`src/rtl/ddmtd_phase_avg.sv`:
```
// Windowed phase averager for the DDMTD tag-difference stream: mean, min, max
// and peak-to-peak spread over 2^LOG2_NAVG samples, unwrapped about each window's first sample.
module ddmtd_phase_avg #(
  parameter int COUNTER_BIT_WIDTH = 16,
  parameter int LOG2_NAVG         = 4
) (
  input  logic                         clk_ddmtd_i,
  input  logic                         rst_n_ddmtdclk_i,
  input  logic                         enable_i,
  input  logic [COUNTER_BIT_WIDTH-1:0] phase_diff_i,
  input  logic                         phase_diff_p_i,
  output logic [COUNTER_BIT_WIDTH-1:0] avg_o,
  output logic [COUNTER_BIT_WIDTH-1:0] min_o,
  output logic [COUNTER_BIT_WIDTH-1:0] max_o,
  output logic [COUNTER_BIT_WIDTH-1:0] spread_o,
  output logic                         avg_p_o,
  output logic                         busy_o
);

  localparam int W  = COUNTER_BIT_WIDTH;
  localparam int SW = COUNTER_BIT_WIDTH + LOG2_NAVG;
  localparam int CW = LOG2_NAVG + 1;
  localparam logic [CW-1:0] NAVG = CW'(1 << LOG2_NAVG);

  typedef enum logic [1:0] {IDLE, FIRST, ACCUM, DONE} state_t;

  state_t                state_q, state_d;
  logic [W-1:0]          ref_q, ref_d;
  logic signed [SW-1:0]  sum_q, sum_d;
  logic signed [W-1:0]   min_q, min_d;
  logic signed [W-1:0]   max_q, max_d;
  logic [CW-1:0]         cnt_q, cnt_d;
  logic [W-1:0]          avg_q, avg_d;
  logic [W-1:0]          mino_q, mino_d;
  logic [W-1:0]          maxo_q, maxo_d;
  logic [W-1:0]          spread_q, spread_d;
  logic                  avg_p_q, avg_p_d;

  logic signed [W-1:0]   delta;
  logic signed [SW-1:0]  sum_next;
  logic signed [SW-1:0]  sum_shift;
  logic signed [W-1:0]   min_next;
  logic signed [W-1:0]   max_next;
  logic [CW-1:0]         cnt_inc;

  // Each sample is unwrapped against the window reference, so a phase sitting
  // on the +/-2^(W-1) seam averages next to the seam rather than collapsing to 0.
  always_comb begin
    delta     = $signed(phase_diff_i - ref_q);
    sum_next  = sum_q + SW'(delta);
    sum_shift = sum_next >>> LOG2_NAVG;
    min_next  = (delta < min_q) ? delta : min_q;
    max_next  = (delta > max_q) ? delta : max_q;
    cnt_inc   = cnt_q + CW'(1);
  end

  // The pulse is registered together with the results on the edge that takes
  // the last sample, so avg_p_o and the new values appear in the DONE cycle.
  always_comb begin
    state_d  = state_q;
    ref_d    = ref_q;
    sum_d    = sum_q;
    min_d    = min_q;
    max_d    = max_q;
    cnt_d    = cnt_q;
    avg_d    = avg_q;
    mino_d   = mino_q;
    maxo_d   = maxo_q;
    spread_d = spread_q;
    avg_p_d  = 1'b0;

    if (!enable_i) begin
      state_d = IDLE;
      sum_d   = '0;
      min_d   = '0;
      max_d   = '0;
      cnt_d   = '0;
    end else begin
      case (state_q)
        IDLE: state_d = FIRST;
        FIRST, DONE: begin
          if (state_q == DONE) state_d = FIRST;
          if (phase_diff_p_i) begin
            ref_d = phase_diff_i;
            sum_d = '0;
            min_d = '0;
            max_d = '0;
            cnt_d = CW'(1);
            if (LOG2_NAVG == 0) begin
              avg_d    = phase_diff_i;
              mino_d   = phase_diff_i;
              maxo_d   = phase_diff_i;
              spread_d = '0;
              avg_p_d  = 1'b1;
              state_d  = DONE;
            end else begin
              state_d = ACCUM;
            end
          end
        end
        ACCUM: begin
          if (phase_diff_p_i) begin
            sum_d = sum_next;
            min_d = min_next;
            max_d = max_next;
            cnt_d = cnt_inc;
            if (cnt_inc == NAVG) begin
              avg_d    = ref_q + W'(sum_shift);
              mino_d   = ref_q + min_next;
              maxo_d   = ref_q + max_next;
              spread_d = max_next - min_next;
              avg_p_d  = 1'b1;
              state_d  = DONE;
            end
          end
        end
        default: state_d = IDLE;
      endcase
    end
  end

  always_ff @(posedge clk_ddmtd_i or negedge rst_n_ddmtdclk_i) begin
    if (!rst_n_ddmtdclk_i) begin
      state_q  <= IDLE;
      ref_q    <= '0;
      sum_q    <= '0;
      min_q    <= '0;
      max_q    <= '0;
      cnt_q    <= '0;
      avg_q    <= '0;
      mino_q   <= '0;
      maxo_q   <= '0;
      spread_q <= '0;
      avg_p_q  <= 1'b0;
    end else begin
      state_q  <= state_d;
      ref_q    <= ref_d;
      sum_q    <= sum_d;
      min_q    <= min_d;
      max_q    <= max_d;
      cnt_q    <= cnt_d;
      avg_q    <= avg_d;
      mino_q   <= mino_d;
      maxo_q   <= maxo_d;
      spread_q <= spread_d;
      avg_p_q  <= avg_p_d;
    end
  end

  assign avg_o    = avg_q;
  assign min_o    = mino_q;
  assign max_o    = maxo_q;
  assign spread_o = spread_q;
  assign avg_p_o  = avg_p_q;
  assign busy_o   = (state_q == ACCUM);

endmodule

```
`config.mk`:
```
export PLATFORM = sky130hd
export DESIGN_NAME = ddmtd_phase_avg
export DESIGN_NICKNAME = d
export VERILOG_FILES = /design/src/rtl/ddmtd_phase_avg.sv
export SDC_FILE = /design/constraint.sdc
export NUM_CORES = 1
export LEC_CHECK = 0
export CAP_MARGIN = 20
export CORE_UTILIZATION = 50
export CTS_BUF_LIST = sky130_fd_sc_hd__clkbuf_4
export CTS_CLUSTER_SIZE = 10
export DETAILED_ROUTE_END_ITERATION = 10
export HOLD_SLACK_MARGIN = 0.15
export PLACE_DENSITY = 0.7
export SLEW_MARGIN = 15
export SYNTH_ARGS = -nofsm -noshare
export SYNTH_HDL_FRONTEND = slang
export SYNTH_SLANG_ARGS = --single-unit
```
`constraint.sdc`:
```
create_clock -name clk_ddmtd_i -period 8.6 [get_ports clk_ddmtd_i]
set_input_delay 1.29 -clock clk_ddmtd_i [delete_from_list [all_inputs] [get_ports clk_ddmtd_i]]
set_output_delay 1.29 -clock clk_ddmtd_i [all_outputs]
set_load 0.005 [all_outputs]
```
* After elaboration in Yosys (flattened, before gate mapping)
Cells that the tools add are included.
Storage, ports and cells: register bits 140
Operators by class: add/sub/neg operators 7, magnitude comparators 2, equality and inequality tests 9, muxes and demuxes 27, reductions and logical operators 6
Operators with widths (number):
- $mux W16 | 7
- $pmux W16 S2 | 2
- $mux W20 | 3
- $add A16 B16 Y16 | 3
- $pmux W20 S2 | 1
- $sub A16 B16 Y16 | 2
- $add A20 B16 Y20 | 1
- $gt A16 B16 Y1 | 1
- $lt A16 B16 Y1 | 1
- $mux W5 | 3
- $mux W2 | 5
- $pmux W5 S2 | 1
- $reduce_and A3 Y1 | 3
- $ne A3 B3 Y1 const B | 2
- $pmux W2 S3 | 1
- $add A5 B1 Y5 const B | 1
- $eq A5 B5 Y1 const B | 1
- $eq A2 B2 Y1 const B | 2
- $mux W1 | 4
- $ne A4 B4 Y1 const B | 1
- $reduce_and A4 Y1 | 1
- $ne A3 B1 Y1 const B | 1
- $ne A3 B2 Y1 const B | 1
- $eq A2 B1 Y1 const B | 1
- 2 further kinds | 2

* Logic depth before layout (Yosys ltp)
word-level depth 6, mapped depth 42

* Worst setup path before layout
OpenSTA, ideal clock, no wires.
kind input-to-reg, start input port phase_diff_i[0], end register maxo_q[14], in the netlist max_o[14], library setup time 69 ps, arrival 8445 ps, data required time 8531 ps, setup slack 86 ps, stages 41, buffers on the path 3, cell sequence inv_1 > ha_1 > inv_1 > fa_1 > a211o_1 > nand2_1 > a21oi_2 > o311a_1 > o21a_1 > nor2_1 > nor2b_1 > o21a_1 > o21ai_0 > nand2b_1 > a21oi_1 > xnor2_1 > ha_1 > nand4_2 > [5 not listed] > buf_6 > clkbuf_1 > nand2_1 > o21ai_0 > ha_1 > nor2b_1 > o21ai_0 > a21boi_1 > o21ai_0 > a21boi_0 > o21ai_0 > nand2b_1 > a21o_1 > a21o_1 > a21o_1 > a31o_2 > or4_1 > nand3_1
On the way: cells in the longest elaborated chain, start to end 4
Ends and longest elaborated chain:
- from (decl) | line 10 | input logic [COUNTER_BIT_WIDTH-1:0] phase_diff_i,
- $sub A16 B16 Y16 * | line 49 | delta = $signed(phase_diff_i - ref_q);
- $gt A16 B16 Y1 | line 53 | max_next = (delta > max_q) ? delta : max_q;
- $mux W16 * | line 53
- $add A16 B16 Y16 * | line 110 | maxo_d = ref_q + max_next;
- to (signal assigned) | line 144 | maxo_q <= maxo_d;
- to (decl) | line 35 | logic [W-1:0] maxo_q, maxo_d;
Mark *: on every way between the ends. The rest lies on a longest branch, timed or not. A chain may end at the register's enable or synchronous reset.

* Final worst setup path
Same ends and word-level chain as after synthesis.

==> flow_summary_export.csv <==
group,metric,value,unit
cells_and_area,instances_no_fill,1633,
detailed_routing,wl_per_cell,16.61,um
job,drv_cap,0,
sta,rsz0062_at_grt,"false",
power_and_ir_drop,p_leak,6.028,nW
worst_setup_path,worst-setup-path-type,"in2reg",
worst_setup_path,r2r-start,"ref_q[1]",
global_route,track_usage,25.22,%
logic_synthesis,synth-edff-count,0,
logic_synthesis,async_reset_ff_share,100.0,%
global_route,grt_max_degree,92,
placed_design,port_buffers,85,
min_path,hold_end,"avg_o[13]",
min_path,worstHoldPathCells,2,
cells_and_area,final_net_count,1499,
global_route,grt_pass1_wl,43.50,mm
clocking,clk_latency,0.57,ns
worst_setup_path,crit_buf_inv,5,
logic_synthesis,synth_area_leaders,"dfrtp_1 32%, ha_1 15%, o21ai_0 5.6%",
logic_synthesis,synth_mux_area_share,2.501,%
sta,relSlewSlack,33.63,%
sta,finalMaxSlewViolations,0,
logic_synthesis,synthFlopType,"dfrtp_1",
cells_and_area,drive_gt1_share,11.79,%
detailed_routing,vias,9247,
logic_synthesis,synthAdderAreaFrac,15.92,%
placed_design,routabilityCongestion,0.9286,
sta,hold_viol,0,
sta,tightest_slew,0.9928,ns
power_and_ir_drop,p_sw_share,48.98,%
sta,finalSetupViolCount,0,
clocking,clockRootBuffer,"clkbuf_4",
sta,fin_crit,8.175,ns
worst_setup_path,reg2reg_to,"max_o[14]",
worst_setup_path,cp_common_cell,"inv_1",
logic_synthesis,synthSimpleGateAreaFrac,13.14,%
clocking,cts_buffers,17,
sta,clock_skew,0.01649,ns
worst_setup_path,rrSetupSlack,0.94,ns
logic_synthesis,synth.most_common_cell,"nand2_1",
sta,fmax,122.3,MHz
global_route,globalRouteOverflowTotal,0,
logic_synthesis,avgSynthCellArea,8.895,um2
logic_synthesis,synth_top_area_share,32.41,%
logic_synthesis,synth_cells,1215,
power_and_ir_drop,switching_power,0.002459,W
logic_synthesis,synth-compound-area-share,23.21,%
logic_synthesis,ys.warnings.count,0,
logic_synthesis,synth_cell_types,82,
worst_setup_path,crit_arrival,8.69,ns
global_route,antenna_found_initial,1,
detailed_routing,vias_per_cell,5.663,
logic_synthesis,yosys_register_bits,140,
detailed_routing,drc,0,
power_and_ir_drop,power.density,397.3,nW/um2
floorplanning,die_area,22210,um2
floorplanning,rows,53,
clocking,clkTransAtPathRegs,0.12,ns
detailed_routing,routed_wl,27.12,mm
logic_synthesis,yosys.area_share.xor_xnor,7.826,%
power_and_ir_drop,seqPwrFrac,14.8,%
detailed_routing,drtIter0Drc,610,
min_path,worstHoldStart,"avg_o[13]",
cells_and_area,syn_to_final_growth,16.90,%
clocking,cts_buffer_depth,2,
logic_synthesis,synth_area_leader_cell,"dfrtp_1",
logic_synthesis,synth_top_family_by_area,"compound AO/OA/AOI/OAI gates",
global_route,grt_pass1_vias,8785,
logic_synthesis,syn-num-nets,1368,
clocking,postCtsSetupRepairBufs,0,
power_and_ir_drop,vdd_drop_max,154.0,uV
min_path,hold_path_class,"reg2reg",
worst_setup_path,worstRegToRegCells,38,
worst_setup_path,end_kind,"flip-flop",
logic_synthesis,ys_seq_area_share,32.41,%
clocking,htree_levels,4,
power_and_ir_drop,total_power,0.005020,W
power_and_ir_drop,pwr-share-clk,8.5,%
clocking,cts.sinks,140,
clocking,cts_tree,"done",
worst_setup_path,critPathSlowestCell,"or4_4",
floorplanning,io_pins,86,
placed_design,dp.final_hpwl,20.34,mm
floorplanning,chipHeight,149.0,um
worst_setup_path,cp_slowest_stage_delay,0.56,ns
power_and_ir_drop,p_int,0.002561,W
worst_setup_path,worst-path-max-fanout,5,
floorplanning,die_x,149.0,um
floorplanning,core_area,21090,um2
detailed_routing,drt_pass1_iterations,6,
worst_setup_path,startpoint_type,"input port",
logic_synthesis,synth_common_cells,"153 x nand2_1, 140 x dfrtp_1, 127 x ha_1",
sta,fin_crit_sh,95.06,%
worst_setup_path,crit_family,"compound AO/OA/AOI/OAI gates",
detailed_routing,postRouteAntennaNets,0,
power_and_ir_drop,power_frac_comb,76.6,%
placed_design,place_inst,1602,
floorplanning,start_util,51.25,%
run_status,outcome,"complete, no violations",
logic_synthesis,syn_area,10810,um2
worst_setup_path,cp.required,9.11,ns
==> state kept, by name (all words and copies together), names as in the netlist <==
register,count
sum_q,20
avg_o,16
max_o,16
max_q,16
min_o,16
min_q,16
ref_q,16
spread_o,16
cnt_q,5
state_q,2
avg_p_o,1
==> tightest hold or removal path, delay by kind of cell, from the launching register on <==
kind | cells | cell delay, ns
compound gates | 1 | 0.06
simple gates | 1 | 0.05
flops | 1 | 0.36
==> worst max-delay path by stage <==
| stage | from | to | cells past startpoint |
|---|---|---|---|
| CTS | phase_diff_i[0] | max_o[15] | 39 |
| detailed placement | phase_diff_i[0] | max_o[15] | 39 |
| finish | phase_diff_i[0] | max_o[14] | 41 |
| floorplan | phase_diff_i[0] | max_o[14] | 41 |
| global route | phase_diff_i[0] | max_o[15] | 39 |
| global placement | phase_diff_i[0] | max_o[14] | 39 |
==> power groups by stage <==
stage	combinational (W)	sequential (W)	clock [W]
floorplan	0.00278	0.000726	0
global placement	0.00369	0.000754	0
detailed placement	0.00376	0.000754	0
CTS	0.00379	0.000742	0.000438
global route	0.00425	0.000749	0.000463
finish	0.00385	0.000745	0.000428
==> per-stage QoR <==
step	cell area, um2	hold WS (ns)	util [%]	worst slack [ns]	setup TNS, ns
3_5_place_dp	12340	0.4686	58.54	-0.4167	-1.222
6_report	12630	0.4898	59.91	0.4246	0
3_3_place_gp	12340	0.4589	58.54	-0.1845	-0.3239
2_1_floorplan	10810	0.4498	-	0.08626	0
4_1_cts	12600	0.4961	59.73	0.1846	0
5_1_grt	12630	0.5173	59.91	0.009242	0
==> layer usage <==
layer  track usage [%]  up-vias  routed length, um
li1                  -     4588                  -
met1             35.39     4389              13200
met2             39.33      231              12210
met3             3.792       39               1184
met4             9.133        0                519
met5                 0        -                  0
==> area by class of cell <==
type	count	area [um2]
clock inverters	10	101.3
clock buffers	20	150.1
repair buffers	151	1348
flip-flops and latches	140	3503
inverters	100	375.4
multi-input cells	936	6810
fillers	1925	8453
diodes	1	2.502
well taps	275	344.1
==> layout by cell type (no fill, tap or decap), types with 14 or more instances in the layout <==
cell             count
a22o_1              31
nand3_1             19
xor2_1              28
inv_1               97
ha_1               127
o21a_1              14
a21oi_1             64
clkbuf_4            20
o21ai_1             15
o21ai_0            116
clkdlybuf4s50_1     84
nor3_1              22
nor2_1              54
buf_4               66
mux2_2              20
xnor2_1             56
dfrtp_1            140
nand2_1            152
a21o_1              43
==> logic make-up (layout without fill, tap and decap cells) <==
kind of cell,after synthesis,after routing
adders and majority gates,134,134
DFF,140,140
other,0,1
xor gates and xnor gates,89,89
and+or+nand+nor,310,310
AOI/OAI and AO/OA,379,379
muxes,24,24
buffers and inverters,139,281
==> timing repair <==
| action | in CTS | in global routing |
|---|---|---|
| resized for setup | 0 | 13 |
| setup endpoints to repair | 0 | 5 |
| hold buffers | 0 | 0 |
(Power assumes the default switching activity.)
